`src/rtl/keypad_scanner.sv`:
```
// 4x3 matrix keypad scanner: walks the rows, classifies each full scan as
// none/single/multi, debounces scan results and strobes a one-hot digit.
module keypad_scanner #(
    parameter int SCAN_DIV = 4,
    parameter int DEBOUNCE = 3
) (
    input  logic       clk,
    input  logic       reset,
    input  logic [2:0] col_n,
    output logic [3:0] row_n,
    output logic [9:0] keypad,
    output logic       key_valid,
    output logic       key_held
);

    typedef enum logic [1:0] {
        IDLE       = 2'd0,
        PRESS_DB   = 2'd1,
        PRESSED    = 2'd2,
        RELEASE_DB = 2'd3
    } state_t;

    typedef enum logic [1:0] {
        RES_NONE   = 2'd0,
        RES_SINGLE = 2'd1,
        RES_MULTI  = 2'd2
    } result_t;

    localparam logic [7:0] DIV_LAST = 8'(SCAN_DIV - 1);
    localparam logic [3:0] DEB_N    = 4'(DEBOUNCE);

    logic [2:0] col_meta_q;
    logic [2:0] col_sync_q;
    logic [7:0] div_q;
    logic [1:0] row_q;
    logic [3:0] row_n_q;
    logic [1:0] acc_cnt_q;
    logic [3:0] acc_key_q;
    state_t     state_q;
    logic [3:0] cand_q;
    logic [3:0] count_q;
    logic [9:0] keypad_q;
    logic       valid_q;
    logic       held_q;

    logic [2:0] row_low_s;
    logic [1:0] row_hits_s;
    logic [1:0] row_col_s;
    logic [3:0] row_key_s;
    logic [2:0] tot_sum_s;
    logic [1:0] tot_cnt_s;
    logic [3:0] tot_key_s;
    logic       slot_end_s;
    logic       scan_done_s;
    result_t    result_s;
    logic [3:0] count_inc_s;
    logic       deb_hit_s;
    logic [9:0] digit_s;

    // Key codes are row*3+col; * (9) and # (11) have no digit bit.
    function automatic logic [9:0] key_to_digit(input logic [3:0] key);
        logic [9:0] d;
        case (key)
            4'd0:    d = 10'b0000000010;
            4'd1:    d = 10'b0000000100;
            4'd2:    d = 10'b0000001000;
            4'd3:    d = 10'b0000010000;
            4'd4:    d = 10'b0000100000;
            4'd5:    d = 10'b0001000000;
            4'd6:    d = 10'b0010000000;
            4'd7:    d = 10'b0100000000;
            4'd8:    d = 10'b1000000000;
            4'd10:   d = 10'b0000000001;
            default: d = 10'b0000000000;
        endcase
        return d;
    endfunction

    // Two-flop synchronizer for the asynchronous column inputs.
    always_ff @(posedge clk or posedge reset) begin
        if (reset) begin
            col_meta_q <= 3'b111;
            col_sync_q <= 3'b111;
        end else begin
            col_meta_q <= col_n;
            col_sync_q <= col_meta_q;
        end
    end

    // Free-running slot divider and row walker; never stalled by the FSM.
    always_ff @(posedge clk or posedge reset) begin
        if (reset) begin
            div_q   <= 8'd0;
            row_q   <= 2'd0;
            row_n_q <= 4'b1110;
        end else if (slot_end_s) begin
            div_q   <= 8'd0;
            row_q   <= row_q + 2'd1;
            row_n_q <= {row_n_q[2:0], row_n_q[3]};
        end else begin
            div_q   <= div_q + 8'd1;
        end
    end

    // Per-row column decode merged into the running scan tally.
    always_comb begin
        row_low_s  = ~col_sync_q;
        row_hits_s = {1'b0, row_low_s[0]} + {1'b0, row_low_s[1]} + {1'b0, row_low_s[2]};
        if (row_low_s[0]) begin
            row_col_s = 2'd0;
        end else if (row_low_s[1]) begin
            row_col_s = 2'd1;
        end else if (row_low_s[2]) begin
            row_col_s = 2'd2;
        end else begin
            row_col_s = 2'd0;
        end
        row_key_s = ({2'b00, row_q} * 4'd3) + {2'b00, row_col_s};
        tot_sum_s = {1'b0, acc_cnt_q} + {1'b0, row_hits_s};
        if (tot_sum_s >= 3'd2) begin
            tot_cnt_s = 2'd2;
        end else begin
            tot_cnt_s = tot_sum_s[1:0];
        end
        if ((acc_cnt_q == 2'd0) && (row_hits_s == 2'd1)) begin
            tot_key_s = row_key_s;
        end else begin
            tot_key_s = acc_key_q;
        end
        case (tot_cnt_s)
            2'd0:    result_s = RES_NONE;
            2'd1:    result_s = RES_SINGLE;
            default: result_s = RES_MULTI;
        endcase
        slot_end_s  = (div_q == DIV_LAST);
        scan_done_s = slot_end_s && (row_q == 2'd3);
        count_inc_s = count_q + 4'd1;
        deb_hit_s   = (count_inc_s >= DEB_N);
        digit_s     = key_to_digit(tot_key_s);
    end

    // Scan tally: sampled on the last clock of each slot, restarted after row 3.
    always_ff @(posedge clk or posedge reset) begin
        if (reset) begin
            acc_cnt_q <= 2'd0;
            acc_key_q <= 4'd0;
        end else if (slot_end_s) begin
            if (row_q == 2'd3) begin
                acc_cnt_q <= 2'd0;
                acc_key_q <= 4'd0;
            end else begin
                acc_cnt_q <= tot_cnt_s;
                acc_key_q <= tot_key_s;
            end
        end else begin
            acc_cnt_q <= acc_cnt_q;
            acc_key_q <= acc_key_q;
        end
    end

    // Debounce FSM with registered strobe, digit and held outputs.
    always_ff @(posedge clk or posedge reset) begin
        if (reset) begin
            state_q  <= IDLE;
            cand_q   <= 4'd0;
            count_q  <= 4'd0;
            keypad_q <= 10'd0;
            valid_q  <= 1'b0;
            held_q   <= 1'b0;
        end else begin
            keypad_q <= 10'd0;
            valid_q  <= 1'b0;
            if (scan_done_s) begin
                case (state_q)
                    IDLE: begin
                        if (result_s == RES_SINGLE) begin
                            cand_q <= tot_key_s;
                            if (deb_hit_s) begin
                                state_q  <= PRESSED;
                                count_q  <= 4'd0;
                                held_q   <= 1'b1;
                                keypad_q <= digit_s;
                                valid_q  <= |digit_s;
                            end else begin
                                state_q <= PRESS_DB;
                                count_q <= count_inc_s;
                            end
                        end else begin
                            count_q <= 4'd0;
                        end
                    end
                    PRESS_DB: begin
                        if ((result_s == RES_SINGLE) && (tot_key_s == cand_q)) begin
                            if (deb_hit_s) begin
                                state_q  <= PRESSED;
                                count_q  <= 4'd0;
                                held_q   <= 1'b1;
                                keypad_q <= digit_s;
                                valid_q  <= |digit_s;
                            end else begin
                                count_q <= count_inc_s;
                            end
                        end else begin
                            state_q <= IDLE;
                            count_q <= 4'd0;
                        end
                    end
                    PRESSED: begin
                        if (result_s == RES_NONE) begin
                            if (deb_hit_s) begin
                                state_q <= IDLE;
                                count_q <= 4'd0;
                                held_q  <= 1'b0;
                            end else begin
                                state_q <= RELEASE_DB;
                                count_q <= count_inc_s;
                            end
                        end else begin
                            count_q <= 4'd0;
                        end
                    end
                    RELEASE_DB: begin
                        if (result_s == RES_NONE) begin
                            if (deb_hit_s) begin
                                state_q <= IDLE;
                                count_q <= 4'd0;
                                held_q  <= 1'b0;
                            end else begin
                                count_q <= count_inc_s;
                            end
                        end else begin
                            state_q <= PRESSED;
                            count_q <= 4'd0;
                        end
                    end
                    default: begin
                        state_q <= IDLE;
                        count_q <= 4'd0;
                        held_q  <= 1'b0;
                    end
                endcase
            end
        end
    end

    assign row_n     = row_n_q;
    assign keypad    = keypad_q;
    assign key_valid = valid_q;
    assign key_held  = held_q;

endmodule
```
`config.mk`:
```
export PLATFORM = sky130hd
export DESIGN_NAME = keypad_scanner
export DESIGN_NICKNAME = d
export VERILOG_FILES = /design/src/rtl/keypad_scanner.sv
export SDC_FILE = /design/constraint.sdc
export NUM_CORES = 1
export LEC_CHECK = 0
export ABC_AREA = 0
export CAP_MARGIN = 20
export CORE_MARGIN = 10
export CORE_UTILIZATION = 45
export DETAILED_ROUTE_END_ITERATION = 12
export PLACE_DENSITY = 0.65
export SYNTH_ARGS = -nofsm -noshare
export SYNTH_HDL_FRONTEND = slang
export SYNTH_SLANG_ARGS = --single-unit
```
`constraint.sdc`:
```
create_clock -name clk -period 8.75 [get_ports clk]
set_input_delay 1.75 -clock clk [delete_from_list [all_inputs] [get_ports clk]]
set_output_delay 1.75 -clock clk [all_outputs]
set_load 0.02 [all_outputs]
```
After elaboration in Yosys (flattened, before gate mapping)
Memories as Yosys holds them, arrays and structs flattened.
Cells that the tools add are included.
{ "classes": {"bitwise_logic": 1, "n_eq_ne": 16, "multipliers": 1, "n_reduce_logical": 12, "n_lt_le_gt_ge": 2, "n_mux": 39, "add_sub_neg": 7} }
{ "ops": {"columns": ["cell", "n"], "rows": [
  ["$mux 10", 4],
  ["$mux 2", 13],
  ["$mux 4", 6],
  ["$pmux 10 s2", 1],
  ["$pmux 4 s3", 1],
  ["$reduce_and 5->1", 2],
  ["$reduce_or 10->1", 1],
  ["$mux 1", 9],
  ["$add 8x1->8 const B", 1],
  ["$eq 2x1->1 const B", 4],
  ["$eq 8x2->1 const B", 1],
  ["$logic_not 2->1", 4],
  ["$mux 8", 1],
  ["$pmux 2 s4", 1],
  ["$eq 2x2->1 const B", 3],
  ["$ne 2x2->1 const B", 3],
  ["$ne 3x3->1 const B", 2],
  ["$add 4x1->4 const B", 1],
  ["$add 4x2->4", 1],
  ["$eq 4x4->1", 1],
  ["$ge 4x2->1 const B", 1],
  ["$mul 2x2->4 const B", 1],
  ["$ne 2x1->1 const B", 2],
  ["$pmux 2 s2", 1],
  ["11 further kinds", 13]
]} }
{ "word_totals": {"word_cells": 92, "reg_bits": 48, "romBits": 160, "output_inout_bits": 16, "n_memories": 1} }
{ "memory_table": {"columns": ["name", "depth", "width", "read_ports", "rd_ports_with_merged_regs", "write_ports", "line_no", "text"], "rows": [
  ["(no name shown)", 16, 10, 1, 0, 0, "63", "case (key)"]
]} }

Logic depth before layout (Yosys ltp)
{ "depth": {"depth_word": 13, "mapped_depth": 14} }

Least setup slack after synthesis
Ideal clock, no wire load.
{ "synth_path": {"kind": "reg-to-reg", "startpoint": "register col_sync_q[2]", "endpoint": "register valid_q (netlist: key_valid)", "setup_ns": 0.095, "slack_ns": 5.773, "stages_incl_launch_ff": 14, "t_required_ns": 8.655, "arrival_ns": 2.882, "path_cell_list": "dfstp_2 inv_1 nand3_1 fa_1 inv_1 ha_1 inv_1 fa_1 inv_1 mux2i_1 o221ai_1 o31a_1 buf_6 nor4b_2"} }
{ "synth_via": {"elab_chain_len": 12, "elab_cells_between_ends": 25, "classes_between": "add/sub (3); order compare (1); eq/ne (4); mux (11); bitwise (1); reduce/logical (4); memory (1)"} }
{ "synth_rtl": {"columns": ["element", "line_no", "text"], "rows": [
  ["from (decl)", "33", "logic [2:0] col_sync_q;"],
  ["from (signal assigned)", "86", "col_sync_q <= col_meta_q;"],
  ["$not 3->3 (*)", "107", "row_low_s = ~col_sync_q;"],
  ["$mux 2 or $add 2x1->2 (tied branches)", "113, 108", null],
  ["$mux 2 or $add 2x2->3 (tied branches)", "111, 119", null],
  ["$mux 2 or $ge 3x2->1 (tied branches)", "109, 120", null],
  ["$add 4x2->4 or $mux 2 (tied branches)", "118, 120", null],
  ["$mux 4, or another cell as far along", "125", "if ((acc_cnt_q == 2'd0) && (row_hits_s == 2'd1)) begin"],
  ["$mem_v2 16x10 or $pmux 2 s2 (tied branches)", null, null],
  ["$reduce_or 10->1 or $eq 2x1->1 (tied branches)", null, null],
  ["$mux 1 or $logic_and 1x1->1 (tied branches)", "178, 194, 193", null],
  ["$mux 1, on equally long branches", "193, 176", null],
  ["$pmux 1 s2 (*)", "174", "case (state_q)"],
  ["$mux 1 (*)", "173", "if (scan_done_s) begin"],
  ["to (signal assigned)", "183", "valid_q <= |digit_s;"],
  ["to (signal assigned)", "199", "valid_q <= |digit_s;"],
  ["to (decl)", "43", "logic valid_q;"]
]} }
Every way passes the cells marked *; elsewhere a longest branch is shown, timed or not.
A chain may end at the register's enable or synchronous reset.

Worst setup path after layout
{ "layout_path": {"startpoint": "register col_sync_q[0]", "endpoint": "register keypad_q[3] (netlist: keypad[3])"} }
{ "layout_via": {"elab_chain_len": 13, "elab_cells_between_ends": 23, "classes_between": "add/sub (4); order compare (1); eq/ne (4); mux (9); bitwise (1); reduce/logical (3); memory (1)"} }
{ "layout_rtl": {"columns": ["element", "line_no", "text"], "rows": [
  ["$not 3->3 (*)", "107", null],
  ["$add 1x1->2", "108", "row_hits_s = {1'b0, row_low_s[0]} + {1'b0, row_low_s[1]} + {1'b0, row_low_s[2]};"],
  ["$add 2x1->2", "108", null],
  ["$add 2x2->3", "119", "tot_sum_s = {1'b0, acc_cnt_q} + {1'b0, row_hits_s};"],
  ["$ge 3x2->1", "120", "if (tot_sum_s >= 3'd2) begin"],
  ["$mux 2", "120", null],
  ["$eq 2x1->1 or $logic_not 2->1 (tied branches)", "130", "case (tot_cnt_s)"],
  ["$pmux 2 s2", "130", null],
  ["$eq 2x1->1", "176, 193", null],
  ["$logic_and 1x1->1", "193", "if ((result_s == RES_SINGLE) && (tot_key_s == cand_q)) begin"],
  ["$mux 10", "193", null],
  ["$pmux 10 s2 (*)", "174", null],
  ["$mux 10 (*)", "173", null],
  ["to (signal assigned)", "182", "keypad_q <= digit_s;"],
  ["to (signal assigned)", "198", "keypad_q <= digit_s;"],
  ["to (decl)", "42", "logic [9:0] keypad_q;"]
]} }
Marked as above.

==> results.json <==
{
  "finalHoldViolCount": 0,
  "first_pass_iters": 4,
  "avgViaCountPerCell": 5.22,
  "area_growth_pct": 15.2,
  "holdPathStages": 0,
  "cts.sinks": 48,
  "cp.required_ns": 8.94,
  "synth_commonest_cells": "dfrtp_1 (39), nand2_1 (35), inv_1 (14)",
  "port-buffer-count": 20,
  "critPathTopFamily": "simple AND/OR/NAND/NOR gates",
  "synth_cells": 227,
  "cp_num_buf_inv": 1,
  "clock_path_buffers": 2,
  "endpoint_kind": "register",
  "cts_buffers": 5,
  "period_share_pct": 37.9,
  "synthMostInstantiatedCell": "dfrtp_1",
  "synth-edff-count": 0,
  "wl_per_cell_um": 13.6,
  "std_cell_rows": 26,
  "cpMaxStageDelayCell": "or4b_1",
  "fp.dieW_um": 92.6,
  "worst_pin_slew_ns": 0.803,
  "synth_area_mm2": 0.00237,
  "arrival_ns": 3.51,
  "fin_skew_ns": 0.0123,
  "start_util_pct": 46.4,
  "worst_setup_path_start_kind": "register",
  "status": "completed",
  "r2r-start": "col_sync_q[0]",
  "ios": 21,
  "gp_congestion": 0.835,
  "hp-class": "register to register",
  "critPathMaxStageDelay_ns": 0.66,
  "cts_resized": 0,
  "ys.flop_type": "dfrtp_1",
  "stdcell_count": 319,
  "grt_max_degree": 49,
  "dp_cells": 310,
  "clk_latency_ns": 0.30,
  "synth_fp_nets": 243,
  "vdd_drop_max_v": 0.0000966,
  "ctsHtreeMaxLevel": 2,
  "synth.top_cell.area_share_pct": 41.1,
  "drt_wl_total_um": 4350,
  "fmax_mhz": 301,
  "n_fill_cell": 471,
  "r2r-end": "keypad[3]",
  "dieHeight_um": 92.6,
  "drt_first_iter_violations": 80,
  "drv_slew": 0,
  "post_cts_buffers": 0,
  "core_mm2": 0.00511,
  "async_flop_share_pct": 100,
  "grt_pass1_vias": 1661,
  "fp.dieArea_mm2": 0.00858,
  "synth_area_per_cell_um2": 10.5,
  "totalPowerFinal_w": 0.000462,
  "reg2regPathDepth": 8,
  "finalCriticalPeriod_ns": 3.32,
  "num_vias": 1666,
  "grt_pass1_wl_um": 7620,
  "postRouteAntennaNets": 0,
  "final-setup-viol-count": 0,
  "drive_above_1_share_pct": 13.7,
  "hold_start": "col_meta_q[1]",
  "antenna_found_initial": 0,
  "tns_ns": 0,
  "yosys.area.top_type": "dfrtp_1",
  "path_class": "register to register",
  "fin_nets": 264,
  "clkSlewWorstSetupHoldPaths_ns": 0.09,
  "synth-seq-cells": 48,
  "cts_tree": "built",
  "grt-ovfl-total": 0,
  "rsz0062_at_grt": "false",
  "maxSlewHeadroom_pct": 46.1,
  "drc": 0,
  "grt.total_usage_pct": 10.8,
  "hpwl_um": 3120,
  "p_per_area_mw_per_mm2": 169,
  "yosys_warnings": 0,
  "cts_hold_buffers": 0,
  "whs_endpoint": "col_sync_q[1]",
  "ys_seq_area_share_pct": 51.1,
  "path_max_fanout": 12,
  "drv_cap": 0,
  "rrSetupSlack_ns": 5.43,
  "crit_path_cell_trace": "inv_1 -> fa_1 -> or4b_1 -> mux2i_2 -> a221o_1 -> o31a_1 -> nand3b_4 -> nor2_2",
  "clockRootBuffer": "clkbuf_8",
  "p_leak_nw": 1.20,
  "synthDistinctLibCells": 47,
  "synth.area.top_cells": "dfrtp_1 (41%), dfstp_2 (10%), nand2_1 (5.5%)",
  "n_antenna_cell": 0
}
[cell families (layout without fill, tap and decap cells)]
logic type | count (synthesis) | count (layout) | synth area share [%]
compound gates | 33 | 33 | 10.3
xor+xnor | 9 | 9 | 3.32
fa+ha+maj | 11 | 11 | 7.07
buf+inv | 22 | 44 | 4.17
flops | 48 | 48 | 51.1
mux | 2 | 2 | 1.00
simple gates | 102 | 102 | 23.0
[area by class of cell]
class	instances	area, µm²	area share [%]
clock buffers	6	82.6	3.02
flip-flops and latches	48	1210	44.3
clock inverters	2	10.0	0.366
well taps	70	87.6	3.20
multi-input cells	157	1060	38.8
inverters	14	52.6	1.92
repair buffers	22	228	8.33
[cell usage in the layout (no fill, tap or decap), drive strengths merged, types with 3 or more instances in the layout]
cell type / synthesis / routed
a21oi: 7 / 7
and2: 5 / 5
and3: 4 / 4
clkbuf: 3 / 6
clkdlybuf4s50: 0 / 20
dfrtp: 39 / 39
dfstp: 9 / 9
fa: 4 / 4
ha: 7 / 7
inv: 14 / 14
nand2: 35 / 35
nand3: 11 / 11
nand3b: 4 / 4
nor2: 14 / 14
nor3: 13 / 13
nor3b: 3 / 3
nor4b: 3 / 3
o21ai: 12 / 12
o31ai: 4 / 4
xnor2: 7 / 7
[per-stage QoR]
step                      hold WS [ns]  setup WS (ns)  utilization (%)  cell area [µm²]
after floorplan                  0.345           5.77                -             2370
after global placement           0.346           5.49             51.3             2620
after detailed placement         0.347           5.43             51.3             2620
after CTS                        0.359           5.42             53.1             2710
after global routing             0.363           5.21             53.5             2730
final                            0.357           5.43             53.5             2730
[how the worst max path moves through the flow]
stage / from / to / slack (ns) / depth (start not counted)
after floorplan: col_sync_q[2] / key_valid / 5.77 / 13
after global placement: col_sync_q[0] / keypad[1] / 5.49 / 8
after detailed placement: col_sync_q[0] / keypad[3] / 5.43 / 8
after CTS: col_sync_q[0] / keypad[3] / 5.42 / 8
after global routing: col_sync_q[0] / keypad[1] / 5.21 / 8
final: col_sync_q[0] / keypad[3] / 5.43 / 8
[per-layer routing]
| layer | GRT usage, % | up-vias | part of all wire (%) |
|---|---|---|---|
| met4 | 3.98 | 0 | 1.4 |
| met1 | 13.9 | 801 | 47 |
| met3 | 3.79 | 6 | 6.2 |
| li1 | - | 822 | - |
| met5 | 0 | - | 0 |
| met2 | 16.2 | 37 | 46 |
[worst reg2reg max path: stages (launching register included)]
cell and delay, ns:
dfstp_2 0.53, inv_1 0.06, fa_1 0.56, or4b_1 0.66
mux2i_2 0.46, a221o_1 0.29, o31a_1 0.38, nand3b_4 0.23
nor2_2 0.04
[registers in the layout, summed over array words and instances (netlist names)]
| register | count |
|---|---|
| acc_key_q | 4 |
| row_n | 4 |
| col_sync_q | 3 |
| state_q | 2 |
| div_q | 8 |
| count_q | 4 |
| keypad | 10 |
| acc_cnt_q | 2 |
| key_valid | 1 |
| cand_q | 4 |
| col_meta_q | 3 |
| key_held | 1 |
| row_q | 2 |
[report_power, final]
group / leakage, nW / switching, W / total, W / internal, W
combinational: 0.513 / 0.0000447 / 0.0000763 / 0.0000316
sequential: 0.631 / 0.0000166 / 0.000252 / 0.000235
clock: 0.0510 / 0.0000711 / 0.000134 / 0.0000632
total: 1.20 / 0.000132 / 0.000462 / 0.000330
Power figures use the tool's default switching activity.
